File: src/rtl/reg_scoreboard.sv
// reg_scoreboard: per-register write-latency tracker for the ID stage.
// Holds a countdown per architectural register until an issued write is
// forwardable, stalls ID on RAW/WAW conflicts, and gates instruction issue.
// Optional build macro SCOREBOARD_STATS_EN adds a saturating stall counter
// output (stall_count).
module reg_scoreboard #(
  parameter int unsigned ADDR_W   = 3,
  parameter int unsigned LAT_W    = 3,
  parameter int unsigned NUM_REGS = 1 << ADDR_W
) (
  input  logic                clk,
  input  logic                rst_n,
  input  logic                id_valid,
  input  logic [ADDR_W-1:0]   id_rs,
  input  logic [ADDR_W-1:0]   id_rt,
  input  logic                id_use_rs,
  input  logic                id_use_rt,
  input  logic [ADDR_W-1:0]   id_rd,
  input  logic                id_regwrite,
  input  logic [LAT_W-1:0]    id_lat,
  input  logic                flush,
  output logic                stall,
  output logic                issue,
  output logic [NUM_REGS-1:0] busy_mask
`ifdef SCOREBOARD_STATS_EN
  ,
  output logic [15:0]         stall_count
`endif
);

  localparam int unsigned STAT_W = 16;

  logic [LAT_W-1:0] cnt [NUM_REGS];
  logic             raw_rs;
  logic             raw_rt;
  logic             waw;

  // Hazard detection against the pre-update counters; own write never stalls itself.
  always_comb begin
    raw_rs = id_use_rs & (cnt[id_rs] != '0);
    raw_rt = id_use_rt & (cnt[id_rt] != '0);
    waw    = id_regwrite & (cnt[id_rd] > id_lat);
    stall  = id_valid & ~flush & (raw_rs | raw_rt | waw);
    issue  = id_valid & ~flush & ~stall;
  end

  // Busy view taken straight from the registered counters.
  always_comb begin
    busy_mask = '0;
    for (int unsigned r = 0; r < NUM_REGS; r++) begin
      busy_mask[r] = (cnt[r] != '0);
    end
  end

  // Countdown per register: a new issued write reloads, otherwise count down to zero.
  always_ff @(posedge clk or negedge rst_n) begin
    if (!rst_n) begin
      for (int unsigned r = 0; r < NUM_REGS; r++) begin
        cnt[r] <= '0;
      end
    end else begin
      for (int unsigned r = 0; r < NUM_REGS; r++) begin
        if (issue && id_regwrite && (id_rd == ADDR_W'(r))) begin
          cnt[r] <= id_lat;
        end else if (cnt[r] != '0) begin
          cnt[r] <= cnt[r] - LAT_W'(1);
        end
      end
    end
  end

`ifdef SCOREBOARD_STATS_EN
  // Saturating count of stalled cycles.
  always_ff @(posedge clk or negedge rst_n) begin
    if (!rst_n) begin
      stall_count <= '0;
    end else if (stall && (stall_count != {STAT_W{1'b1}})) begin
      stall_count <= stall_count + STAT_W'(1);
    end
  end
`endif

endmodule

File: config.mk
export PLATFORM = sky130hd
export DESIGN_NAME = reg_scoreboard
export DESIGN_NICKNAME = d
export VERILOG_FILES = /design/src/rtl/reg_scoreboard.sv
export SDC_FILE = /design/constraint.sdc
export NUM_CORES = 1
export LEC_CHECK = 0
export BUFFER_PORTS_ARGS = -buffer_cell sky130_fd_sc_hd__buf_4
export CAP_MARGIN = 20
export CORE_MARGIN = 2
export CORE_UTILIZATION = 60
export DETAILED_ROUTE_END_ITERATION = 16
export PLACE_DENSITY = 0.83
export SLEW_MARGIN = 20
export SYNTH_ARGS = -nofsm -noshare
export SYNTH_HDL_FRONTEND = slang
export SYNTH_SLANG_ARGS = --single-unit
File: constraint.sdc
create_clock -name clk -period 11.21 [get_ports clk]
set_input_delay 2.242 -clock clk [delete_from_list [all_inputs] [get_ports clk]]
set_output_delay 2.242 -clock clk [all_outputs]
set_load 0.01 [all_outputs]
* Word level (Yosys, flattened, before mapping)
Cells that the tools add are included.
** Word-level totals
- Register bits :: 24
- Bits in latches :: 0
- Bits in writable memories :: 0
- ROM bits :: 0
- Bits of input ports :: 19
- Output and inout port bits :: 10
- Logic and storage cells :: 93
- Memories :: 0
** Cells by class
- Add/sub/neg operators :: 8
- Multiply operators :: 0
- Div/mod/pow operators :: 0
- Order comparisons :: 4
- Equal/unequal tests :: 7
- Shift-type cells :: 0
- Mux-type cells :: 25
- Bitwise logic cells :: 13
- Reductions and logical operators :: 28
** Operators with widths (count)
- $mux 3 :: 22
- $reduce_bool 3->1 :: 10
- $bmux 3 s3 :: 3
- $sub 3x1->3 const B :: 8
- $reduce_bool 2->1 :: 8
- $eq 3x3->1 const B :: 4
- $ge 4x4->1 const B :: 3
- $not 3->4 :: 3
- $logic_and 1x1->1 :: 9
- $and 1x1->1 :: 6
- $eq 3x2->1 const B :: 2
- $eq 3x1->1 const B :: 1
- $gt 3x3->1 :: 1
- $logic_not 3->1 :: 1
- $not 1->1 :: 2
- $or 1x1->1 :: 2

* Logic depth before layout (Yosys ltp)
- Depth in word-level cells :: 14
- Gate-level depth with buffers :: 10
- Mapped depth without buffers :: 9

* Worst setup path before layout
OpenSTA, ideal clock, no wires.
- Path kind :: input-to-output
- From :: in id_rd[0]
- To :: out issue
- Arrival :: 4.770 ns
- Path slack :: 4.198 ns
- Stages :: 10
- Path buffers :: 1
- Cells stage by stage :: clkbuf_1 mux4_2 mux2_2 ha_1 nor2b_1 o21ai_0 a21oi_1 nor3_2 nand2_1 nor2_1
** Between the ends
- Word-level cells in the longest chain between the ends :: 10
** RTL lines
- start, declared :: line 18 : input logic [ADDR_W-1:0] id_rd,
- $not 3->4 (not written as such) :: line 42 : waw = id_regwrite & (cnt[id_rd] > id_lat);
- $bmux 3 s3 :: line 42
- $mux 3 (not written as such) (2 in series) :: line 42
- $gt 3x3->1 :: line 42
- $and 1x1->1 :: line 42
- $or 1x1->1 :: line 43 : stall = id_valid & ~flush & (raw_rs | raw_rt | waw);
- $and 1x1->1 :: line 43
- $not 1->1 :: line 44 : issue = id_valid & ~flush & ~stall;
- $and 1x1->1 :: line 44
- end, declared :: line 23 : output logic issue,
Every way passes these cells. The select of a mux whose other input is x is not followed.

* Worst setup path in the final report
Ends and elaborated chain as after synthesis.

==> flow_summary.ini <==
[status]
status = finished clean

[pwr]
switching_share_pct = 42.5
power.switching_uw = 241
p_int_uw = 325
p_seq_share_pct = 33.4
peakVddDrop_mv = 0.140
p_clk_share_pct = 8.2
comb_power_share_pct = 58.4
p_leak_nw = 1.15
finalPower_uw = 566
cellPowerDensity_nw_per_um2 = 244

[layout]
fin_nets = 270
layout-drive-gt1-share_pct = 22.9
areaGrowthSynthToFinish_pct = 14.7
reg_top3 = cnt: 24 flops
multi_input_area_um2 = 1330
fin_cells = 277
largest_reg_flops = 24
layout_common_cells = buf_4 (28), mux2i_1 (24), dfrtp_1 (24)
final_common_cell = buf_4
register_area_um2 = 601
fill_cells = 250
n_antenna_cell = 0
regMostFlops = cnt

[logic_synthesis]
synth_nets = 239
async_flop_share_pct = 100
ys_seq_area_share_pct = 29.7
yosysUniqueCellTypes = 31
yosys_warnings = 0
synth_seq_cells = 24
synth_ff_type = dfrtp_1
synth_enable_flop_cells = 0
syn-mean-instance-area_um2 = 10.0
syn_inst = 201
syn_area_um2 = 2020

[route]
vias = 1640
drt_iter0_drc = 87
drc = 0
totalWireLength_um = 4250
first_pass_iters = 5
antenna_left = 0
route.detailed.wl_per_inst_um = 15.4
vias_per_cell = 5.92

[setup_path]
worstSetupEndpointType = output pin
worst_ep_required_time_ns = 8.97
worst-setup-path-type = primary input to output pin
reg2reg_from = cnt[19]$_DFFE_PN0P_
crit_fanout = 10
critPathLaunchType = primary input
rrSetupSlack_ns = 7.97
cp-startpoint = id_rd[0]
cp.arrival_ns = 4.80

[timing]
setup_viol = 0
setup_ws_ns = 4.17
timing.fmax_mhz = 142
relSlewSlack_pct = 58.0
hold_viol = 0
skew_ns = 0.00119
tns_ns = 0
layout_min_cycle_time_ns = 7.04
worstMarginPinSlew_ns = 0.614
finalCritPeriodShare_pct = 62.8
maxSlewViolCount = 0
rsz0062_at_grt = false

[global_route]
grt_pass1_wl_um = 6800
grt-ovfl-total = 0
grt_max_degree = 25
grt_pass1_vias = 1497
grt_usage_pct = 24.1
antenna_found_initial = 0

[flow_run]
drv_cap = 0

[clocking]
hold_buffers = 0
htreeDepth = 1
path_clk_slew_ns = 0.13
clock-sinks = 24
tritoncts = built
cts_setup_buffers = 0
cts_inserted_buffers = 3
cts_buffer_depth = 2
clock-root-buffer = clkbuf_4
cts_resized = 0
clock_latency_ns = 0.31

[worst_hold_path]
hold_path_class = register to register
holdCritStartpoint = cnt[2]$_DFFE_PN0P_

[floorplanning]
die_width_um = 62.0
num_rows = 21
core_um2 = 3280
io_pins = 29
die_area_um2 = 3850
initial_core_util_pct = 61.5
die_h_um = 62.0

[placement]
io_buffer_count = 28
pre_cts_slack_ns = 4.20
gp_congestion = 0.870
hpwlAfterDp_um = 3370
dp.cells = 273
-- routing by layer --
layer  wire length, um  GRT usage, %  part of all wire [%]  vias to the layer above
li1                  -             -                     -                      790
met1              1880          33.9                    44                      777
met2              2080          38.8                    49                       64
met3               210          2.69                   4.9                        9
met4                82          7.90                   1.9                        0
met5                 0             0                     0                        -
-- worst paths after layout --
kind | end | cells past startpoint
setup / recovery | issue | 11
min in group asynchronous | cnt[2]$_DFFE_PN0P_ | 1
max in group asynchronous | cnt[7]$_DFFE_PN0P_ | 1
hold / removal | cnt[2]$_DFFE_PN0P_ | 2
hold reg to reg | cnt[2]$_DFFE_PN0P_ | 2
setup reg to reg | cnt[6]$_DFFE_PN0P_ | 9
-- final cells by class --
type	instances	area share (%)
repair buffers	28	9.08
clock buffers	4	1.57
inverters	22	3.57
well taps	46	2.49
flip-flops and latches	24	25.9
multi-input cells	153	57.4
-- cells in the mapped netlist, types with 2 or more instances --
master	instances	share of area [%]
nand2b_1	11	3.4
nor2b_1	2	0.62
nand4_1	7	2.2
a211oi_1	3	1.1
ha_1	19	12
mux2i_1	24	12
nand2_1	13	2.4
nor3_1	9	2.2
clkinv_1	2	0.37
o21ai_0	10	2.5
nor2_1	11	2.0
mux4_2	7	7.8
nor4b_1	2	0.87
a21oi_1	3	0.74
mux2_2	10	5.6
xnor2_1	8	3.5
inv_1	20	3.7
dfrtp_1	24	30
clkbuf_1	2	0.37
nor4_1	3	0.93
-- worst max-delay path, stage by stage --
cell and delay [ns]:
buf_4 0.17, mux4_2 0.52, mux2_2 0.28, ha_1 0.29, nor2b_1 0.13, o21ai_0 0.13, a21oi_1 0.09, nor3_2 0.52
nand2_1 0.13, nor2_1 0.14, buf_4 0.13
-- logic make-up after synthesis --
kind of cell	after synthesis	share of synthesized area (%)
mux	41	25.3
flops	24	29.7
simple gates	64	17.7
xor+xnor	8	3.47
compound gates	21	7.56
buf+inv	24	4.46
fa+ha+maj	19	11.8
-- power by group through the flow --
stage / sequential, mW / combinational (mW) / clock, mW
final: 0.189 / 0.330 / 0.0463
after detailed placement: 0.188 / 0.332 / 0
after global placement: 0.187 / 0.315 / 0
after floorplan: 0.172 / 0.259 / 0
after global routing: 0.195 / 0.376 / 0.0509
after CTS: 0.186 / 0.333 / 0.0476
-- through the flow --
| step | hold slack, ns | utilization (%) | instance area, um2 |
|---|---|---|---|
| 6_report | 0.671 | 70.5 | 2320 |
| 5_1_grt | 0.713 | 70.5 | 2320 |
| 4_1_cts | 0.675 | 70.5 | 2320 |
| 3_5_place_dp | 0.644 | 69.4 | 2280 |
| 3_3_place_gp | 0.637 | 69.4 | 2280 |
| 2_1_floorplan | 0.584 | - | 2020 |
Power figures use the tool's default switching activity.
